==> src/rtl/fetch_queue.sv <==
// rtl/fetch_queue.sv - instruction fetch front end with PC-tagged in-order queue
//
// Issues sequential word fetches over a req/gnt + rvalid bus, buffers returned
// instructions with their PC in a DEPTH-entry queue, and presents the head to
// decode on a valid/ready handshake. A redirect flushes the queue and arranges
// for in-flight wrong-path responses to be discarded.
//
// Ports
//   clk, rst                 clock (rising edge), asynchronous active-low reset
//   redirect_i, redirect_pc_i taken branch/jump and its target
//   imem_req_o, imem_addr_o   fetch request and word-aligned address
//   imem_gnt_i                request accepted this cycle
//   imem_rvalid_i, imem_rdata_i in-order response
//   inst_valid_o, inst_o, pc_o, pc4_o  queue head to decode
//   inst_ready_i              decode accepts the head

module fetch_queue #(
  parameter int          DEPTH    = 4,
  parameter logic [31:0] RESET_PC = 32'h0
) (
  input  logic        clk,
  input  logic        rst,
  input  logic        redirect_i,
  input  logic [31:0] redirect_pc_i,
  output logic        imem_req_o,
  output logic [31:0] imem_addr_o,
  input  logic        imem_gnt_i,
  input  logic        imem_rvalid_i,
  input  logic [31:0] imem_rdata_i,
  output logic        inst_valid_o,
  output logic [31:0] inst_o,
  output logic [31:0] pc_o,
  output logic [31:0] pc4_o,
  input  logic        inst_ready_i
);

  localparam int          AW  = $clog2(DEPTH);
  localparam int          CW  = AW + 1;
  localparam logic [31:0] NOP = 32'h0000_0013;

  logic [DEPTH-1:0] fil_q;
  logic [31:0]      pc_q   [DEPTH];
  logic [31:0]      pc4_q  [DEPTH];
  logic [31:0]      inst_q [DEPTH];
  logic [AW-1:0]    head_q, tail_q, fill_q;
  logic [CW-1:0]    occ_q;   // reserved entries
  logic [CW-1:0]    pend_q;  // reserved but not yet filled
  logic [7:0]       drop_q;  // wrong-path responses still to be discarded
  logic [31:0]      fetch_pc_q;

  logic       grant, pop, drop, fill;
  logic [8:0] drop_sum, drop_nx;

  // Gating with rst keeps the request low while reset is held, independent of clocking.
  assign imem_req_o  = rst & ~redirect_i & (occ_q < CW'(DEPTH));
  assign imem_addr_o = fetch_pc_q;
  assign grant       = imem_req_o & imem_gnt_i;

  assign inst_valid_o = fil_q[head_q] & ~redirect_i;
  assign inst_o       = inst_q[head_q];
  assign pc_o         = pc_q[head_q];
  // PC+4 is stored per entry so the head outputs come purely from registers.
  assign pc4_o        = pc4_q[head_q];
  assign pop          = inst_valid_o & inst_ready_i;

  assign drop = imem_rvalid_i & (drop_q != 8'd0);
  assign fill = imem_rvalid_i & (drop_q == 8'd0) & (pend_q != '0);

  // On redirect every unfilled reservation becomes a response to throw away;
  // a response arriving in the redirect cycle itself is consumed from that count.
  assign drop_sum = {1'b0, drop_q} + 9'(pend_q);
  assign drop_nx  = (imem_rvalid_i && drop_sum != 9'd0) ? drop_sum - 9'd1 : drop_sum;

  always_ff @(posedge clk or negedge rst) begin
    if (!rst) begin
      fil_q      <= '0;
      head_q     <= '0;
      tail_q     <= '0;
      fill_q     <= '0;
      occ_q      <= '0;
      pend_q     <= '0;
      drop_q     <= '0;
      fetch_pc_q <= RESET_PC;
      for (int i = 0; i < DEPTH; i++) begin
        pc_q[i]   <= '0;
        pc4_q[i]  <= '0;
        inst_q[i] <= NOP;
      end
    end else if (redirect_i) begin
      fil_q      <= '0;
      head_q     <= '0;
      tail_q     <= '0;
      fill_q     <= '0;
      occ_q      <= '0;
      pend_q     <= '0;
      drop_q     <= drop_nx[7:0];
      fetch_pc_q <= {redirect_pc_i[31:2], 2'b00};
    end else begin
      if (grant) begin
        pc_q[tail_q]  <= fetch_pc_q;
        pc4_q[tail_q] <= fetch_pc_q + 32'd4;
        fetch_pc_q    <= fetch_pc_q + 32'd4;
        tail_q        <= tail_q + 1'b1;
      end
      if (drop) begin
        drop_q <= drop_q - 8'd1;
      end
      // The fill target is never the popped head: a pop needs a filled head.
      if (fill) begin
        fil_q[fill_q]  <= 1'b1;
        inst_q[fill_q] <= imem_rdata_i;
        fill_q         <= fill_q + 1'b1;
      end
      if (pop) begin
        fil_q[head_q] <= 1'b0;
        head_q        <= head_q + 1'b1;
      end
      occ_q  <= occ_q + CW'(grant) - CW'(pop);
      pend_q <= pend_q + CW'(grant) - CW'(fill);
    end
  end

endmodule

==> config.mk <==
export PLATFORM = sky130hd
export DESIGN_NAME = fetch_queue
export DESIGN_NICKNAME = d
export VERILOG_FILES = /design/src/rtl/fetch_queue.sv
export SDC_FILE = /design/constraint.sdc
export NUM_CORES = 1
export LEC_CHECK = 0
export CAP_MARGIN = 20
export CORE_ASPECT_RATIO = 0.6
export CORE_MARGIN = 3
export CORE_UTILIZATION = 27
export DETAILED_ROUTE_END_ITERATION = 16
export PLACE_DENSITY = 0.49
export SYNTH_ARGS = -nofsm -noshare
export SYNTH_HDL_FRONTEND = slang
export SYNTH_SLANG_ARGS = --single-unit
==> constraint.sdc <==
create_clock -name clk -period 3.15 [get_ports clk]
set_input_delay 0.315 -clock clk [delete_from_list [all_inputs] [get_ports clk]]
set_output_delay 0.315 -clock clk [all_outputs]
set_load 0.01 [all_outputs]
==> flow_metrics.tcl, run 1 <==
set metrics [dict create \
    synth_top_flop_cell "dfrtp_1" \
    yosys-top-cells-area "dfrtp_1 53%, mux4_2 11%, mux2_2 8.0%" \
    overflow 0 \
    postSynthCellCount 1451 \
    drt-total-wl_um 52400 \
    synth.top_cell.area_share_pct 52.6 \
    clock_skew_ps 25.4 \
    cts.path.max_buffers 3 \
    finalSetupViolations 0 \
    numCtsBuffers 46 \
    place_hpwl_um 33600 \
    critPathMaxFanout 31 \
    crit_slowest_cell "mux4_2" \
    routedWlPerCell_um 20.0 \
    vdd_drop_max_mv 0.331 \
    yosys.area.top_type "dfrtp_1" \
    power_leakage_uw 0.0107 \
    finalHoldViolations 0 \
    p_switching_uw 3920 \
    dr.pass1.iters 5 \
    layout_commonest_cell "dfrtp_1" \
    p_clk_share_pct 37.8 \
    cp.arrival_ps 2650 \
    critPathTopFamily "buffers and inverters" \
    layout-drive-gt1-share_pct 23.4 \
    preCtsSetupSlack_ps 482 \
    internal_power_uw 10900 \
    synth_area_per_cell_um2 13.4 \
    worstSkewPairLatency_ps 580 \
    min_period_ps 2970 \
    max_freq_mhz 337 \
    area_delta_synth_final_pct 23.8 \
    ys_seq_elements 422 \
    io_pins 200 \
    cp-start-kind "register" \
    place_congestion 0.742 \
    drv_slew 0 \
    setup_tns_ps 0 \
    rsz0062_at_grt "no" \
    routed_via_density 4.69 \
    sequentialPowerShare_pct 44.5 \
    dr.first_iter.drc_count 683 \
    numPortBuffers 191 \
    worst_slew_pin_slew_ps 879 \
    clkSinkCount 422 \
    hp-class "in2reg" \
    grt_max_degree 149 \
    max_stage_delay_ps 630 \
    ant_nets 0 \
    postCtsSetupRepairBufs 0 \
    switching_share_pct 26.5 \
    num-nets-final 1718 \
    clkSlewWorstSetupHoldPaths_ps 60 \
    slew_headroom_pct 41.4 \
    min_period_over_period_pct 94.2 \
    timing.final.ws_setup_ps 182 \
    coreArea_mm2 0.0707 \
    die_w_um 353 \
    reg2reg_slack_ps 460 \
    grt_pass1_vias 13400 \
    row_count 75 \
    drc 0 \
    critical_path_class "reg2out" \
    synth-edff-count 0 \
    grt_pass1_wl_um 83200 \
    yosysWarnings 0 \
    syn_area_mm2 0.0195 \
    cts_tree "done" \
    crit_path_cell_trace "buf_6 -> buf_12 -> mux4_2 -> clkdlybuf4s50_1" \
    h-tree-depth 2 \
    powerDensity_mw_per_mm2 612 \
    root_buffer "clkbuf_16" \
    cp_data_required_time_ps 2830 \
    ys_seq_area_share_pct 54.2 \
    critPathCaptureType "output pin" \
    cp.buffers_inverters 3 \
    antenna_found_initial 2 \
    start_util_pct 27.6 \
    synth_async_sr_flop_share_pct 100 \
    status "completed" \
    die-area_mm2 0.0756 \
    pwr-share-comb_pct 17.7 \
    utilization_pct 34.2 \
    die_y_um 214 \
    final_cell_mix "408 x dfrtp_1, 188 x clkdlybuf4s50_1, 149 x nand2_1, 138 x mux2_2, 130 x o21ai_0" \
    vias 12300 \
    maxCapViolations 0 \
    gr-usage-all-layers_pct 14.0 \
    yosysUniqueCellTypes 66 \
]
==> power groups by stage <==
stage	combinational [uW]	clock, uW	sequential (uW)
finish	2610	5590	6580
global route	2880	6050	6680
detailed placement	2670	0	6670
CTS	2670	5820	6580
floorplan	1510	0	6510
global placement	2610	0	6630
==> metal layers <==
metal	GRT usage (%)	wire length (um)	share of wire, %	up-vias
li1	-	-	-	5567
met3	3.14	2350	4.5	56
met1	20.5	25800	49	6456
met4	2.92	836	1.6	0
met2	21.3	23400	45	193
met5	0	0	0	-
==> final timing paths <==
check                                      end              from  depth (start not counted)
worst max-delay path                 pc4_o[27]         head_q[0]                          4
worst min-delay path            imem_addr_o[4]  redirect_pc_i[4]                          2
worst max register to register       drop_q[3]         pend_q[0]                         10
worst min register to register       pc4_q[59]         pc4_q[59]                          2
max in group asynchronous           inst_q[98]               rst                          4
min in group asynchronous            pc_q[121]               rst                          3
==> logic make-up after synthesis <==
logic type / after synthesis / share of synthesized area, %
adders and majority gates: 27 / 1.85
muxes: 352 / 25.7
DFF: 422 / 54.2
xor gates and xnor gates: 44 / 1.98
other: 1 / 0.0192
buffers and inverters: 141 / 3.64
and+or+nand+nor: 257 / 6.31
AOI/OAI and AO/OA: 207 / 6.36
==> worst reg2reg max path, stage by stage (launching register included) <==
cell and delay (ps):
dfrtp_1 400, ha_1 210, inv_1 60, fa_1 570, ha_1 220, nand2_1 100, o32ai_4 290, o2111ai_2 200
and3_1 240, o22ai_2 180, xnor2_1 140
==> per-stage QoR <==
stage          cell area (um2)  hold slack, ps  std cells  power [uW]
2_1_floorplan            19500            19.4       1456        8020
3_3_place_gp             22600             443       2534        9240
3_5_place_dp             22600             452       2534        9340
4_1_cts                  24100             308       2617       15100
5_1_grt                  24200             321       2618       15600
6_report                 24200             351       2618       14800
==> registers in the layout (all words and copies together), names as in the netlist, 3 cells and up <==
register / cells
pc4_q: 120
drop_q: 8
fil_q: 4
pend_q: 3
imem_addr_o: 30
inst_q: 128
occ_q: 3
pc_q: 120
==> final cells by class <==
type                    count  area [um2]
fillers                  6880       46500
flip-flops and latches    422       10600
multi-input cells         893        8290
repair buffers            237        2450
clock buffers              74        1430
well taps                 962        1200
clock inverters             8         124
inverters                  21        78.8
diodes                      1        2.50
==> synth_stat cells, drive strengths merged, types with 5 or more instances <==
cell	instances
nor2	25
o21ai	147
buf	64
xor2	22
xnor2	22
and3	7
and2	6
a21oi	9
mux4	93
dfrtp	410
clkbuf	56
inv	21
nand3	16
mux2i	5
ha	24
nor4	6
mux2	254
a221o	6
nand2	153
nor2b	9
nand4	12
nor3	7
a22oi	18
dfstp	12
==> timing repair <==
action | in CTS | in global routing
hold buffers | 1 | 0
hold endpoints to repair | 85 | 0
endpoints found under the setup margin | 1 | 1
resized for setup | 1 | 2
Power figures use the tool's default switching activity.
==> run 2, diff against run 1 <==
- GPL_TIMING_DRIVEN: unset -> 0
==> flow_metrics.tcl, run 2 (synthesized netlist as in run 1, its figures left out) <==
set metrics [dict create \
    numPortBuffers 191 \
    rsz0062_at_grt "no" \
    drc 0 \
    layout-drive-gt1-share_pct 23.5 \
    p_switching_uw 4130 \
    h-tree-depth 2 \
    min_from "redirect_pc_i[30]" \
    cp_data_required_time_ps 2830 \
    antenna_cells 0 \
    row_count 75 \
    whs_path_depth 3 \
    grt_pass1_wl_um 90700 \
    place_congestion 0.783 \
    final_cell_mix "409 x dfrtp_1, 189 x clkdlybuf4s50_1, 153 x nand2_1, 138 x mux2_2, 130 x o21ai_0" \
    die-area_mm2 0.0756 \
    switching_share_pct 27.6 \
    cp-start-kind "register" \
    die_y_um 214 \
    clock_skew_ps 25.9 \
    max_freq_mhz 330 \
    root_buffer "clkbuf_16" \
    worstSkewPairLatency_ps 600 \
    dr.pass1.iters 5 \
    p_clk_share_pct 37.6 \
    sequentialPowerShare_pct 43.9 \
    maxCapViolations 0 \
    worst_slew_pin_slew_ps 951 \
    clkSinkCount 422 \
    cts_tree "done" \
    vias 13000 \
    internal_power_uw 10800 \
    setup_tns_ps 0 \
    drv_slew 0 \
    rr_worst_depth 12 \
    top_register "inst_q" \
    clkSlewWorstSetupHoldPaths_ps 60 \
    finalHoldViolations 0 \
    start_util_pct 27.6 \
    multi_input_area_mm2 0.00825 \
    vdd_drop_max_mv 0.338 \
    die_w_um 353 \
    pwr-share-comb_pct 18.5 \
    place_hpwl_um 41800 \
    io_pins 200 \
    ant_nets 0 \
    nFillCells 6863 \
    overflow 0 \
    fin_area_mm2 0.0246 \
    finalSetupViolations 0 \
    cp.arrival_ps 2710 \
    critical_path_class "reg2out" \
    ff_latch_area_mm2 0.0106 \
    largest_reg_flops 128 \
    slew_headroom_pct 36.6 \
    grt_pass1_vias 13800 \
    power_leakage_uw 0.0109 \
    grt_max_degree 111 \
    finalPower_uw 15000 \
    layout_commonest_cell "dfrtp_1" \
    min_period_over_period_pct 96.2 \
    dr.first_iter.drc_count 912 \
    routed_via_density 4.83 \
    numCtsBuffers 44 \
    reg2reg_slack_ps 190 \
    coreArea_mm2 0.0707 \
    hp-class "in2reg" \
    cts.path.max_buffers 3 \
    r2r_start "occ_q[2]" \
    num-nets-final 1801 \
    top_regs "inst_q: 128 flops, pc4_q: 120 flops, pc_q: 120 flops" \
    antenna_found_initial 3 \
    drt-total-wl_um 59400 \
    powerDensity_mw_per_mm2 609 \
    status "completed" \
    routedWlPerCell_um 22.0 \
    gr-usage-all-layers_pct 15.8 \
    r2r_end "occ_q[2]" \
    critPathCaptureType "output pin" \
    min_period_ps 3030 \
    area_delta_synth_final_pct 25.9 \
    min_to "imem_addr_o[30]" \
    critPathMaxFanout 10 \
    dpl_cell_area_mm2 0.0227 \
]
[run 2: cell types whose count changed in the layout (fill, tap and decap cells not counted), moves of 5 or more]
cell / before / now
clkbuf_1: 14 / 58
buf_2: 0 / 23
buf_4: 31 / 16
buf_6: 1 / 16
buf_12: 13 / 1
clkbuf_4: 0 / 7
buf_16: 1 / 7
buf_1: 0 / 5
[run 2: stage by stage]
| step | hold WS [ps] | utilization [%] | cells | worst slack (ps) |
|---|---|---|---|---|
| after global placement | 456 | 32.0 | 2609 | -17250 |
| after detailed placement | 459 | 32.2 | 2612 | -2030 |
| after floorplan | 19.4 | - | 1456 | 421 |
| final | 342 | 34.8 | 2700 | 121 |
| after CTS | 298 | 34.7 | 2699 | 2.88 |
| after global routing | 348 | 34.8 | 2700 | 2.84 |
[run 2: worst max-delay path by stage]
stage	to	from	slack [ps]	cells past startpoint
after floorplan	occ_q[2]	occ_q[2]	420	13
after global routing	inst_o[30]	head_q[0]	3	3
after global placement	imem_addr_o[13]	rst	-17250	1
final	pc4_o[16]	head_q[0]	120	4
after CTS	pc4_o[16]	head_q[1]	3	4
after detailed placement	occ_q[2]	rst	-2030	15
[run 2: cell type report]
cell class | instances | share of cell area [%]
clock buffers | 67 | 5.29
flip-flops and latches | 422 | 43.0
inverters | 21 | 0.336
plain buffers | 118 | 2.88
multi-input cells | 893 | 33.6
well taps | 962 | 4.90
clock inverters | 13 | 0.932
repair buffers | 204 | 9.03
[run 2: worst max-delay path: stages (launching register included)]
cell	delay, ps
dfrtp_2	470
clkbuf_8	260
buf_4	310
mux4_2	580
clkdlybuf4s50_1	500
[run 2: metal layers]
| layer | GRT usage [%] | wire [um] | up-vias |
|---|---|---|---|
| li1 | - | - | 5733 |
| met1 | 23.7 | 29400 | 6929 |
| met2 | 22.9 | 25400 | 304 |
| met3 | 3.63 | 3510 | 73 |
| met4 | 3.70 | 1130 | 4 |
| met5 | 0 | 27 | - |
[run 2: power by group through the flow]
| stage | clock (uW) | sequential (uW) | combinational (uW) |
|---|---|---|---|
| 2_1_floorplan | 0 | 6510 | 1510 |
| 3_3_place_gp | 0 | 6630 | 2710 |
| 3_5_place_dp | 0 | 6640 | 2770 |
| 4_1_cts | 5830 | 6550 | 2820 |
| 5_1_grt | 6020 | 6640 | 3050 |
| 6_report | 5630 | 6560 | 2770 |
[run 2: repair_timing]
item / CTS / global route
hold endpoints to repair: 155 / 0
pin swaps: 0 / 1
gates cloned: 2 / 0
buffers inserted: 1 / 1
endpoints found under the setup margin: 157 / 44
hold buffers: 6 / 0
gates resized for setup: 30 / 12
==> run 3, diff against run 2 <==
- GPL_ROUTABILITY_DRIVEN: unset -> 1
- clock period: 3.15 -> 3.1 ns (I/O delays scaled with it)
==> flow_metrics.tcl, run 3 (synthesized netlist as in run 1, its figures left out) <==
set metrics [dict create \
    die_w_um 353 \
    finalSetupViolations 0 \
    drv_slew 0 \
    gr-usage-all-layers_pct 15.8 \
    place_congestion 0.783 \
    min_period_ps 2990 \
    die_y_um 214 \
    critical_path_class "reg2out" \
    antenna_found_initial 3 \
    clock_skew_ps 24.8 \
    row_count 75 \
    overflow 0 \
    ff_latch_area_mm2 0.0106 \
    io_pins 200 \
    vias 13000 \
    grt_pass1_vias 13800 \
    clkSinkCount 422 \
    area_delta_synth_final_pct 25.9 \
    drc 0 \
    nFillCells 6860 \
    slew_headroom_pct 36.7 \
    top_register "inst_q" \
    grt_pass1_wl_um 90600 \
    max_freq_mhz 335 \
    dpl_cell_area_mm2 0.0227 \
    dpl.cell_count 2612 \
    die-area_mm2 0.0756 \
    utilization_pct 34.8 \
    setup_tns_ps 0 \
    status "completed" \
    critPathMaxFanout 10 \
    multi_input_area_mm2 0.00826 \
    ant_nets 0 \
    power_leakage_uw 0.0109 \
    coreArea_mm2 0.0707 \
    cp-start-kind "register" \
    critPathCaptureType "output pin" \
    place_hpwl_um 41800 \
    rsz0062_at_grt "no" \
    vdd_drop_max_mv 0.343 \
    largest_reg_flops 128 \
    fin_area_mm2 0.0246 \
    cp.arrival_ps 2680 \
    antenna_cells 0 \
    powerDensity_mw_per_mm2 618 \
    layout_commonest_cell "dfrtp_1" \
    cp_data_required_time_ps 2790 \
    grt_max_degree 111 \
    dr.pass1.iters 5 \
    finalHoldViolations 0 \
    final_cell_mix "409 x dfrtp_1, 189 x clkdlybuf4s50_1, 153 x nand2_1, 138 x mux2_2, 130 x o21ai_0" \
    hp-class "in2reg" \
    top_regs "inst_q: 128 flops, pc4_q: 120 flops, pc_q: 120 flops" \
    clkSlewWorstSetupHoldPaths_ps 60 \
    worst_slew_pin_slew_ps 949 \
    h-tree-depth 2 \
    layout.cells.non_filler 2700 \
    worstSkewPairLatency_ps 600 \
    num-nets-final 1801 \
    maxCapViolations 0 \
    root_buffer "clkbuf_16" \
    min_period_over_period_pct 96.3 \
    routedWlPerCell_um 22.0 \
    numCtsBuffers 44 \
    numPortBuffers 191 \
    cts.path.max_buffers 3 \
    cts_tree "done" \
    reg2reg_slack_ps 170 \
    start_util_pct 27.6 \
    layout-drive-gt1-share_pct 23.6 \
    routed_via_density 4.83 \
    drt-total-wl_um 59400 \
    dr.first_iter.drc_count 783 \
]
-- run 3: final timing paths --
kind / start / to / depth (start not counted)
max reg2reg: imem_addr_o[3] / imem_addr_o[28] / 7
max: head_q[0] / pc4_o[3] / 4
min: redirect_pc_i[31] / imem_addr_o[31] / 3
min reg2reg: pc4_q[34] / pc4_q[34] / 2
min in group asynchronous: rst / pc4_q[26] / 3
max in group asynchronous: rst / pc_q[74] / 4
-- run 3: where the power goes --
part | switching, uW | total (uW) | internal (uW)
sequential | 440 | 6660 | 6220
combinational | 1370 | 2810 | 1450
clock | 2380 | 5710 | 3330
-- run 3: layout make-up --
type,instances,area share [%]
buffer,118,2.88
clock buffer,67,5.29
clock inverter,13,0.932
inverter,21,0.336
multi-input combinational,893,33.6
sequential,422,43.0
tap,962,4.90
timing repair buffer,204,9.02
-- run 3: through the flow --
stage	hold slack (ps)	total power, uW	setup slack, ps
6_report	338	15200	115
5_1_grt	343	16000	11.2
4_1_cts	293	15400	-15.7
3_5_place_dp	454	9560	-2080
3_3_place_gp	456	9480	-17300
2_1_floorplan	14.4	8150	371
-- run 3: repair_timing --
action                                 CTS  global route
endpoints found under the hold margin  155             0
cloned                                   2             0
buffers inserted                         1             1
resized for setup                       35            11
pin swaps                                1             1
hold buffers                             6             0
setup endpoints to repair              171            52
-- run 3: per-layer routing --
metal | global-route usage [%] | wire [um] | vias to the layer above
li1 | - | - | 5735
met4 | 3.70 | 1130 | 4
met3 | 3.66 | 3230 | 76
met1 | 23.7 | 29600 | 6945
met2 | 22.9 | 25400 | 281
met5 | 0 | 34 | -
-- run 3: worst max-delay path, stage by stage, from the launching register on --
cell and delay, ps:
dfrtp_2 480, buf_8 220, buf_6 220, mux4_2 620, clkdlybuf4s50_1 540
